File: src/rtl/mips_pkg.sv
// Shared MIPS decode constants, field positions and the ID/EX payload.
package mips_pkg;

    localparam int unsigned XLEN    = 32;
    localparam int unsigned REG_AW  = 5;
    localparam int unsigned OPC_W   = 6;
    localparam int unsigned FN_W    = 6;
    localparam int unsigned IMM_W   = 16;

    localparam int unsigned OPC_LSB = 26;
    localparam int unsigned RS_LSB  = 21;
    localparam int unsigned RT_LSB  = 16;
    localparam int unsigned RD_LSB  = 11;
    localparam int unsigned FN_LSB  = 0;

    localparam logic [OPC_W-1:0] OP_RTYPE = 6'h00;
    localparam logic [OPC_W-1:0] OP_ADDI  = 6'h08;
    localparam logic [OPC_W-1:0] OP_SLTI  = 6'h0A;
    localparam logic [OPC_W-1:0] OP_ANDI  = 6'h0C;
    localparam logic [OPC_W-1:0] OP_ORI   = 6'h0D;
    localparam logic [OPC_W-1:0] OP_LUI   = 6'h0F;
    localparam logic [OPC_W-1:0] OP_LW    = 6'h23;
    localparam logic [OPC_W-1:0] OP_SW    = 6'h2B;
    localparam logic [FN_W-1:0]  FN_JR    = 6'h08;

    // Contents of the ID/EX pipeline register (valid bit kept separately).
    typedef struct packed {
        logic [OPC_W-1:0]  opcode;
        logic [FN_W-1:0]   funct;
        logic [REG_AW-1:0] rs;
        logic [REG_AW-1:0] rt;
        logic [REG_AW-1:0] wr_addr;
        logic              mem_read;
        logic              reg_write;
        logic [XLEN-1:0]   operand1;
        logic [XLEN-1:0]   operand2;
        logic [XLEN-1:0]   immediate;
        logic [XLEN-1:0]   pc_plus4;
    } idex_t;

    // True when the opcode/funct pair writes a register (before the $0 guard).
    function automatic logic writes_reg(input logic [OPC_W-1:0] opcode,
                                        input logic [FN_W-1:0]  funct);
        logic wr;
        wr = 1'b0;
        case (opcode)
            OP_RTYPE: wr = (funct != FN_JR);
            OP_ADDI, OP_SLTI, OP_ANDI, OP_ORI, OP_LUI, OP_LW: wr = 1'b1;
            OP_SW:    wr = 1'b0;
            default:  wr = 1'b0;
        endcase
        return wr;
    endfunction

endpackage

File: src/rtl/bypass_mux.sv
// WB-to-ID operand bypass for one register read port.
module bypass_mux #(
    parameter int unsigned DATA_WIDTH = 32,
    parameter int unsigned ADDR_WIDTH = 5
) (
    input  logic [ADDR_WIDTH-1:0] read_addr,
    input  logic [DATA_WIDTH-1:0] read_data,
    input  logic                  wb_reg_write,
    input  logic [ADDR_WIDTH-1:0] wb_write_addr,
    input  logic [DATA_WIDTH-1:0] wb_write_data,
    output logic [DATA_WIDTH-1:0] operand_c
);

    // $0 is hard-wired to zero and never takes the bypass.
    always_comb begin
        operand_c = read_data;
        if (read_addr == '0) begin
            operand_c = '0;
        end else if (wb_reg_write && (wb_write_addr == read_addr)) begin
            operand_c = wb_write_data;
        end
    end

endmodule

File: src/rtl/decode_issue_stage.sv
// MIPS decode/issue stage: operand fetch, WB bypass, load-use bubble, ID/EX register.
module decode_issue_stage
    import mips_pkg::*;
#(
    parameter int unsigned DATA_WIDTH      = 32,
    parameter int unsigned ADDR_WIDTH      = 5,
    parameter int unsigned STALL_CNT_WIDTH = 16
) (
    input  logic                       clk,
    input  logic                       reset,
    input  logic                       ifidValid,
    input  logic [DATA_WIDTH-1:0]      instruction,
    input  logic [DATA_WIDTH-1:0]      pcPlus4,
    output logic [ADDR_WIDTH-1:0]      readAddress1,
    output logic [ADDR_WIDTH-1:0]      readAddress2,
    input  logic [DATA_WIDTH-1:0]      readData1,
    input  logic [DATA_WIDTH-1:0]      readData2,
    input  logic                       wbRegWrite,
    input  logic [ADDR_WIDTH-1:0]      wbWriteAddress,
    input  logic [DATA_WIDTH-1:0]      wbWriteData,
    input  logic                       flush,
    input  logic                       exReady,
    output logic                       stall,
    output logic                       exValid,
    output logic [DATA_WIDTH-1:0]      exOperand1,
    output logic [DATA_WIDTH-1:0]      exOperand2,
    output logic [DATA_WIDTH-1:0]      exImmediate,
    output logic [DATA_WIDTH-1:0]      exPcPlus4,
    output logic [OPC_W-1:0]           exOpcode,
    output logic [FN_W-1:0]            exFunct,
    output logic [ADDR_WIDTH-1:0]      exRs,
    output logic [ADDR_WIDTH-1:0]      exRt,
    output logic [ADDR_WIDTH-1:0]      exWriteAddress,
    output logic                       exMemRead,
    output logic                       exRegWrite,
    output logic [STALL_CNT_WIDTH-1:0] stallCount
);

    logic [OPC_W-1:0]  opcode;
    logic [FN_W-1:0]   funct;
    logic [REG_AW-1:0] rs;
    logic [REG_AW-1:0] rt;
    logic [REG_AW-1:0] rd;

    logic [DATA_WIDTH-1:0] operand1_c;
    logic [DATA_WIDTH-1:0] operand2_c;
    logic                  load_use_c;
    idex_t                 dec_c;

    idex_t                      idex_q, idex_d;
    logic                       valid_q, valid_d;
    logic [STALL_CNT_WIDTH-1:0] stall_cnt_q, stall_cnt_d;

    assign opcode = instruction[OPC_LSB +: OPC_W];
    assign funct  = instruction[FN_LSB +: FN_W];
    assign rs     = instruction[RS_LSB +: REG_AW];
    assign rt     = instruction[RT_LSB +: REG_AW];
    assign rd     = instruction[RD_LSB +: REG_AW];

    assign readAddress1 = rs;
    assign readAddress2 = rt;

    bypass_mux #(.DATA_WIDTH(DATA_WIDTH), .ADDR_WIDTH(ADDR_WIDTH)) u_bypass_rs (
        .read_addr     (rs),
        .read_data     (readData1),
        .wb_reg_write  (wbRegWrite),
        .wb_write_addr (wbWriteAddress),
        .wb_write_data (wbWriteData),
        .operand_c     (operand1_c)
    );

    bypass_mux #(.DATA_WIDTH(DATA_WIDTH), .ADDR_WIDTH(ADDR_WIDTH)) u_bypass_rt (
        .read_addr     (rt),
        .read_data     (readData2),
        .wb_reg_write  (wbRegWrite),
        .wb_write_addr (wbWriteAddress),
        .wb_write_data (wbWriteData),
        .operand_c     (operand2_c)
    );

    // Decode the IF/ID instruction into the ID/EX payload.
    always_comb begin
        dec_c           = '0;
        dec_c.opcode    = opcode;
        dec_c.funct     = funct;
        dec_c.rs        = rs;
        dec_c.rt        = rt;
        dec_c.wr_addr   = (opcode == OP_RTYPE) ? rd : rt;
        dec_c.mem_read  = (opcode == OP_LW);
        dec_c.reg_write = writes_reg(opcode, funct) && (dec_c.wr_addr != '0);
        dec_c.operand1  = operand1_c;
        dec_c.operand2  = operand2_c;
        dec_c.immediate = {{(XLEN - IMM_W){instruction[IMM_W-1]}}, instruction[IMM_W-1:0]};
        dec_c.pc_plus4  = pcPlus4;
    end

    // Load in EX whose destination feeds this instruction; rt compared for every opcode.
    assign load_use_c = valid_q && idex_q.mem_read && (idex_q.wr_addr != '0) &&
                        ((idex_q.wr_addr == rs) || (idex_q.wr_addr == rt));

    assign stall = !flush && (!exReady || (ifidValid && load_use_c));

    // Next ID/EX contents by priority: flush, backpressure hold, bubble, advance.
    always_comb begin
        idex_d      = idex_q;
        valid_d     = valid_q;
        stall_cnt_d = stall_cnt_q;
        if (flush) begin
            valid_d = 1'b0;
        end else if (!exReady) begin
            valid_d = valid_q;
        end else if (ifidValid && load_use_c) begin
            valid_d = 1'b0;
        end else begin
            idex_d  = dec_c;
            valid_d = ifidValid;
        end
        if (stall && (stall_cnt_q != '1)) begin
            stall_cnt_d = stall_cnt_q + STALL_CNT_WIDTH'(1);
        end
    end

    // ID/EX register and stall counter.
    always_ff @(posedge clk or posedge reset) begin
        if (reset) begin
            idex_q      <= '0;
            valid_q     <= 1'b0;
            stall_cnt_q <= '0;
        end else begin
            idex_q      <= idex_d;
            valid_q     <= valid_d;
            stall_cnt_q <= stall_cnt_d;
        end
    end

    assign exValid        = valid_q;
    assign exOperand1     = idex_q.operand1;
    assign exOperand2     = idex_q.operand2;
    assign exImmediate    = idex_q.immediate;
    assign exPcPlus4      = idex_q.pc_plus4;
    assign exOpcode       = idex_q.opcode;
    assign exFunct        = idex_q.funct;
    assign exRs           = idex_q.rs;
    assign exRt           = idex_q.rt;
    assign exWriteAddress = idex_q.wr_addr;
    assign exMemRead      = idex_q.mem_read;
    assign exRegWrite     = idex_q.reg_write;
    assign stallCount     = stall_cnt_q;

endmodule

File: config.mk
export PLATFORM = sky130hd
export DESIGN_NAME = decode_issue_stage
export DESIGN_NICKNAME = d
export VERILOG_FILES = /design/src/rtl/mips_pkg.sv /design/src/rtl/bypass_mux.sv /design/src/rtl/decode_issue_stage.sv
export SDC_FILE = /design/constraint.sdc
export NUM_CORES = 1
export LEC_CHECK = 0
export CORE_MARGIN = 1
export CORE_UTILIZATION = 41
export CTS_CLUSTER_SIZE = 24
export DETAILED_ROUTE_END_ITERATION = 16
export DONT_BUFFER_PORTS = 1
export GPL_ROUTABILITY_DRIVEN = 0
export SETUP_SLACK_MARGIN = 0.2
export SLEW_MARGIN = 0
export SYNTH_ARGS = -nofsm -noshare
export SYNTH_HDL_FRONTEND = slang
export SYNTH_SLANG_ARGS = --single-unit
File: constraint.sdc
create_clock -name clk -period 6.1 [get_ports clk]
set_clock_uncertainty 0.1 [all_clocks]
set_input_delay 1.525 -clock clk [delete_from_list [all_inputs] [get_ports clk]]
set_output_delay 1.525 -clock clk [all_outputs]
set_load 0.005 [all_outputs]
==> reports/metrics.csv, run 1 <==
stage,metric,value,unit
run_status,status,completed,
worst_setup_path,Setup crit start kind,primary input,
global_routing,first-pass GRT wire length,26100,um
power_and_ir_drop,Reg power frac,0.499,
worst_setup_path,RR Endpoint,exPcPlus4[20]$_DFFE_PP0P_,
die,chip height,137,um
synthesis,most frequent cell after synthesis,dfrtp_1,
min_path,Min-Delay Endpoint,exOperand2[0]$_DFFE_PP0P_,
die,Die Area,18800,um^2
power_and_ir_drop,Pint,1.88,mW
timing,fmax,0.240,GHz
route,vias post-DR,4546,
clock_tree,Setup Buffers After CTS,0,
global_routing,vias in the first global route,4590,
worst_setup_path,worst r2r path cells,5,
finish,area grow syn2layout,6.52,%
route,Initial DRT Pass Iterations,4,
worst_setup_path,Top delay family on crit path,compound AO/OA/AOI/OAI gates,
global_routing,largest net degree at the start of global routing,103,
synthesis,top-area cell type share of the netlist area,0.508,
clock_tree,clk root buf,clkbuf_16,
route,WL final,18200,um
timing,RSZ-0062 raised after global routing,no,
die,Initial Util,0.418,
global_routing,GRT Util Overall,0.188,
synthesis,"top cells by area, synth","dfrtp_1, mux2_2, mux2i_1",
worst_setup_path,CP required,4.47,ns
clock_tree,cts bufs inserted,17,
power_and_ir_drop,clock power share,0.393,
worst_setup_path,worst endpoint data arrival time,2.53,ns
timing,setup_tns,0,ns
global_routing,initial antenna violation count,0,
worst_setup_path,Crit. End Element,output port,
synthesis,synth warn,0,
flow_run,max_cap viols,0,
timing,Final Hold Fails,0,
die,core area,17900,um^2
route,via/cell ratio,5.64,
worst_setup_path,kind of critical path,primary input to output port,
timing,slew of the pin with the lowest slew margin,1.15,ns
power_and_ir_drop,P per Cell Area,332,nW/um^2
clock_tree,CTS max path bufs,2,
synthesis,number of synthesized flops with an enable pin,0,
route,1st-iter DRT viols,180,
global_routing,global route overflow,0,
clock_tree,clk sink count,152,
clock_tree,Post-CTS Hold Buffers,0,
power_and_ir_drop,total power draw,2.65,mW
clock_tree,H-tree depth,4,
placement,IO Port Bufs,0,
synthesis,Mapped Area,7480,um^2
timing,Max-slew headroom,0.234,
worst_setup_path,max incr delay on CP,0.34,ns
synthesis,Synth Flop Type,dfrtp_1,
worst_setup_path,"Max FO, Critical Path",6,
placement,Post-DP HPWL,13200,um
worst_setup_path,Critical-path top delay cell,o22ai_1,
route,Routed WL per cell,22.6,um
synthesis,"top cells by count, synth","dfrtp_1, nand2_1, mux2i_1",
power_and_ir_drop,leakage,3.27,nW
min_path,hold path cells,2,
clock_tree,CTS tree,yes,
worst_setup_path,Buf/Inv on CP,1,
timing,fin crit period,4.16,ns
worst_setup_path,reg-to-reg setup timing slack,3.40,ns
timing,Tcrit/Tclk final,0.682,
synthesis,Syn Nets,784,
synthesis,fraction of the yosys area taken by sequential cells,0.508,
synthesis,Synth Register Bits,152,
min_path,Hold Crit Start,exOperand2[0]$_DFFE_PP0P_,
timing,max-slew violation count,0,
worst_setup_path,Critical R2R Launch,exWriteAddress[0]$_DFFE_PP0P_,
die,I/O pin total,356,
clock_tree,Resize count post-CTS,0,
synthesis,Post-Synthesis Cells,612,
worst_setup_path,Critical Path Source,instruction[25],
power_and_ir_drop,combinational share of power,0.108,
clock_tree,Skew-Pair Late Insertion Delay,0.41,ns
synthesis,Post-synth ARST share,1.00,
min_path,Hold WC Path Type,flip-flop to flip-flop,
synthesis,Yosys cell types,37,
finish,Antenna Cells,0,
clock_tree,"Clk pin slew, worst setup/hold paths",0.07,ns
synthesis,top cell type by total area after synthesis,dfrtp_1,
route,post-route ant nets,0,
finish,Total Nets Final,736,
power_and_ir_drop,Switching Share,0.289,
finish,share of cells above drive strength 1,0.272,
die,Die Width,137,um
power_and_ir_drop,Sw Pwr,765,uW
worst_setup_path,critical-path cell list,xnor2_1 > nand3_1 > o22ai_1 > a31oi_1 > inv_1,
timing,Setup-failing EPs final,0,
route,DRC Markers,0,
die,Rows,49,
power_and_ir_drop,Worst VDD drop,0.000207,V
synthesis,Mapped Avg Cell Area,12.2,um^2
==> layout make-up <==
class,count,area [um^2]
clock inverters,14,150
inverters,5,23.8
clock buffers,18,429
well taps,229,287
fillers,1639,9930
repair buffers,4,55.1
multi-input cells,384,3220
flip-flops and latches,152,3800
==> sequential cells by signal, summed over array words and instances, names as in the netlist <==
| register | count |
|---|---|
| exFunct | 5 |
| exImmediate | 11 |
| exMemRead | 1 |
| exOpcode | 6 |
| exOperand1 | 32 |
| exOperand2 | 32 |
| exPcPlus4 | 32 |
| exRegWrite | 1 |
| exRs | 5 |
| exRt | 5 |
| exValid | 1 |
| exWriteAddress | 5 |
| stallCount | 16 |
==> cell usage in the layout, fill, tap and decap left out, types with 2 or more instances in the layout <==
| cell type | instances |
|---|---|
| buf_12 | 2 |
| and3b_1 | 2 |
| inv_8 | 3 |
| a21oi_1 | 5 |
| nor3_1 | 6 |
| nand3b_1 | 2 |
| a21o_1 | 2 |
| inv_6 | 8 |
| and3_2 | 2 |
| or4_1 | 3 |
| o31ai_2 | 52 |
| clkinv_4 | 2 |
| nor4_1 | 4 |
| or3_1 | 2 |
| o21ai_0 | 9 |
| mux2i_1 | 69 |
| dfrtp_1 | 152 |
| o31ai_1 | 13 |
| and3_1 | 4 |
| mux2_2 | 64 |
| xor2_1 | 13 |
| nand4_1 | 8 |
| nand3_1 | 8 |
| xnor2_1 | 22 |
| inv_1 | 4 |
| nor2_1 | 4 |
| nand2_1 | 78 |
| nor2_4 | 2 |
| clkbuf_16 | 17 |
| buf_4 | 2 |
==> cells by family after synthesis <==
kind of cell	count (synthesis)	share of synthesized area
adders and majority gates	1	0.00167
DFF	152	0.508
buffers and inverters	76	0.0635
AOI/OAI and AO/OA	86	0.117
and+or+nand+nor	129	0.0798
xor gates and xnor gates	35	0.0410
muxes	133	0.189
==> power by group through the flow <==
stage / clock [mW] / combinational [mW] / sequential [mW]
global route: 1.11 / 0.319 / 1.34
global placement: 0 / 0.276 / 1.34
CTS: 1.06 / 0.290 / 1.32
floorplan: 0 / 0.290 / 1.27
detailed placement: 0 / 0.291 / 1.34
finish: 1.04 / 0.285 / 1.32
==> worst min-delay path, stage by stage (launching register included) <==
cell     delay (ns)
dfrtp_1        0.36
nand2_1        0.07
o31ai_2        0.05
==> how the worst max path moves through the flow <==
stage                                  end  slack, ns  cells after the start
detailed placement                   stall       1.97                      5
finish                               stall       1.94                      5
CTS                                  stall       1.97                      5
floorplan           exFunct[0]$_DFFE_PP0P_       0.38                      1
global placement                     stall       2.03                      5
global route                         stall       1.85                      5
==> layer usage <==
metal	part of all wire	track usage	wire length (um)	up-vias
met5	0	0	0	-
met4	0.017	0.0720	307	0
met3	0.095	0.0785	1730	19
met2	0.52	0.327	9400	221
met1	0.37	0.203	6790	2250
li1	-	-	-	2056
==> per-stage QoR <==
stage / area (um^2) / utilization / instances / setup slack [ns] / hold slack [ns]
after floorplan: 7480 / - / 612 / 0.382 / 0.373
after global placement: 7390 / 0.413 / 774 / 2.03 / 0.398
after detailed placement: 7390 / 0.413 / 774 / 1.97 / 0.399
after CTS: 7970 / 0.445 / 806 / 1.97 / 0.414
after global routing: 7970 / 0.445 / 806 / 1.85 / 0.440
final: 7970 / 0.445 / 806 / 1.94 / 0.414
Power figures use the tool's default switching activity.
==> inputs of run 2 (changes only) <==
clock period = 4 ns   (was 6.1 ns; I/O delays follow)
==> run 2 against run 1 <==
Wire length shrank 0.73%. Clock power grew 66%. Non-clock buffer count grew 5. Via count grew 0.64%. Cell count grew 0.62%. Total power grew 58%. Flip-flop and latch count is the same. Sequential share of layout area shrank 0.69 points. Die area is the same. Critical path type is now flip-flop to output port. Highest routed layer unchanged.
==> reports/metrics.csv, run 2 (synthesis results as in run 1) <==
stage,metric,value,unit,change
finish,Total Nets Final,741,,+0.68%
finish,"commonest non-fill, non-tap cell in the layout",dfrtp_1,,
clock_tree,clk sink count,152,,unchanged
min_path,Hold WC Path Type,flip-flop to flip-flop,,
route,vias post-DR,4575,,+0.64%
clock_tree,clk root buf,clkbuf_16,,
power_and_ir_drop,leakage,3.32,nW,+1.5%
global_routing,initial antenna violation count,0,,unchanged
worst_setup_path,critical-path cell list,or3_1 > o311a_1 > a31oi_1 > inv_1,,
die,core area,17900,um^2,unchanged
timing,Max-slew headroom,0.443,,+0.209
global_routing,first-pass GRT wire length,26100,um,about the same
route,DRC Markers,0,,unchanged
clock_tree,cts bufs inserted,17,,unchanged
worst_setup_path,Buf/Inv on CP,1,,unchanged
global_routing,largest net degree at the start of global routing,153,,+49%
die,chip height,137,um,unchanged
route,Routed WL per cell,22.3,um,-1.3%
route,post-route ant nets,0,,unchanged
die,Initial Util,0.418,,unchanged
placement,IO Port Bufs,0,,unchanged
clock_tree,"Clk pin slew, worst setup/hold paths",0.07,ns,about the same
power_and_ir_drop,Worst VDD drop,0.000287,V,+39%
clock_tree,H-tree depth,4,,unchanged
finish,Antenna Cells,0,,unchanged
worst_setup_path,max incr delay on CP,0.51,ns,+0.17 ns
route,Initial DRT Pass Iterations,7,,+3
die,Die Area,18800,um^2,unchanged
worst_setup_path,worst endpoint data arrival time,2.28,ns,-0.25 ns
route,WL final,18100,um,-0.73%
timing,Final Hold Fails,0,,unchanged
timing,fmax,0.296,GHz,
timing,RSZ-0062 raised after global routing,no,,
worst_setup_path,Top delay family on crit path,compound AO/OA/AOI/OAI gates,,
clock_tree,Skew-Pair Late Insertion Delay,0.43,ns,+0.02 ns
clock_tree,Resize count post-CTS,0,,unchanged
flow_run,max_cap viols,0,,unchanged
die,Rows,49,,unchanged
clock_tree,Setup Buffers After CTS,0,,unchanged
worst_setup_path,"Max FO, Critical Path",6,,unchanged
timing,slew of the pin with the lowest slew margin,0.835,ns,-0.311 ns
finish,area grow syn2layout,8.09,%,
route,via/cell ratio,5.64,,about the same
worst_setup_path,Crit. End Element,output port,,
timing,Tcrit/Tclk final,0.846,,
timing,max-slew violation count,0,,unchanged
clock_tree,Post-CTS Hold Buffers,0,,unchanged
finish,share of cells above drive strength 1,0.278,,+0.00625
route,1st-iter DRT viols,224,,+24%
global_routing,GRT Util Overall,0.188,,-0.000512
worst_setup_path,Critical-path top delay cell,a31oi_1,,
placement,Post-DP Area,7450,um^2,+0.83%
timing,fin crit period,3.38,ns,
finish,most frequent cells in the layout,"dfrtp_1, nand2_1, mux2i_1",,
power_and_ir_drop,P per Cell Area,516,nW/um^2,+56%
run_status,status,completed,,
die,I/O pin total,356,,unchanged
global_routing,global route overflow,0,,unchanged
die,Die Width,137,um,unchanged
timing,Setup-failing EPs final,0,,unchanged
worst_setup_path,CP required,2.90,ns,-1.57 ns
clock_tree,CTS tree,yes,,
finish,Final Cell Area,8090,um^2,+1.5%
clock_tree,CTS max path bufs,2,,unchanged
global_routing,vias in the first global route,4662,,+1.6%
worst_setup_path,Setup crit start kind,flip-flop,,
timing,setup_tns,0,ns,unchanged
placement,Post-DP HPWL,13000,um,-1.9%
worst_setup_path,kind of critical path,flip-flop to output port,,
-- run 2: changes by cell type in the layout (fill, tap and decap cells not counted) --
cell        change
inv_8           -3
clkinvlp_4      +2
clkbuf_8        +1
inv_6           -6
buf_4           +3
bufinv_16       +3
clkinv_2        +1
clkinv_4        +2
buf_12          +2
-- run 2: area by class of cell --
| class | count | area, um^2 |
|---|---|---|
| timing repair buffer | 9 | 118 |
| fill | 1623 | 9810 |
| clock buffer | 19 | 443 |
| tap | 229 | 287 |
| inverter | 5 | 22.5 |
| multi-input combinational | 384 | 3220 |
| sequential | 152 | 3800 |
| clock inverter | 13 | 193 |
-- run 2: routing by layer --
layer / vias to the layer above / global-route usage / share of wire
li1: 2061 / - / -
met1: 2262 / 0.209 / 0.37
met2: 227 / 0.323 / 0.51
met3: 25 / 0.0719 / 0.099
met4: 0 / 0.0708 / 0.017
met5: - / 0 / 0
-- run 2: worst paths after layout --
check | from | to | slack (ns) | cells after the start
hold reg to reg | exOperand1[6]$_DFFE_PP0P_ | exOperand1[6]$_DFFE_PP0P_ | 0.42 | 2
hold / removal | exOperand1[6]$_DFFE_PP0P_ | exOperand1[6]$_DFFE_PP0P_ | 0.42 | 2
min in group asynchronous | reset | exOperand2[23]$_DFFE_PP0P_ | 0.59 | 2
setup / recovery | exWriteAddress[0]$_DFFE_PP0P_ | stall | 0.62 | 4
setup reg to reg | exWriteAddress[0]$_DFFE_PP0P_ | exOperand2[29]$_DFFE_PP0P_ | 1.17 | 6
max in group asynchronous | reset | stallCount[15]$_DFFE_PP0P_ | 2.65 | 2
-- run 2: power breakdown --
group,switching (mW),total (mW),internal [mW]
clock network,0.664,1.73,1.07
registers,0.249,2.01,1.76
logic,0.209,0.436,0.227
total,1.12,4.18,3.05
-- run 2: worst min-delay path, stage by stage (launching register included) --
cell and delay (ns):
dfrtp_1 0.37, nand2_1 0.07, o31ai_2 0.05
-- run 2: metrics by stage --
| stage | power, mW | std cells | worst slack (ns) | hold slack, ns | util |
|---|---|---|---|---|---|
| after global placement | 2.46 | 779 | 0.978 | 0.400 | 0.416 |
| after floorplan | 2.39 | 612 | 0.983 | 0.373 | - |
| after detailed placement | 2.48 | 779 | 0.877 | 0.406 | 0.416 |
| after CTS | 4.23 | 811 | 0.639 | 0.421 | 0.452 |
| final | 4.18 | 811 | 0.617 | 0.417 | 0.452 |
| after global routing | 4.37 | 811 | 0.530 | 0.439 | 0.452 |
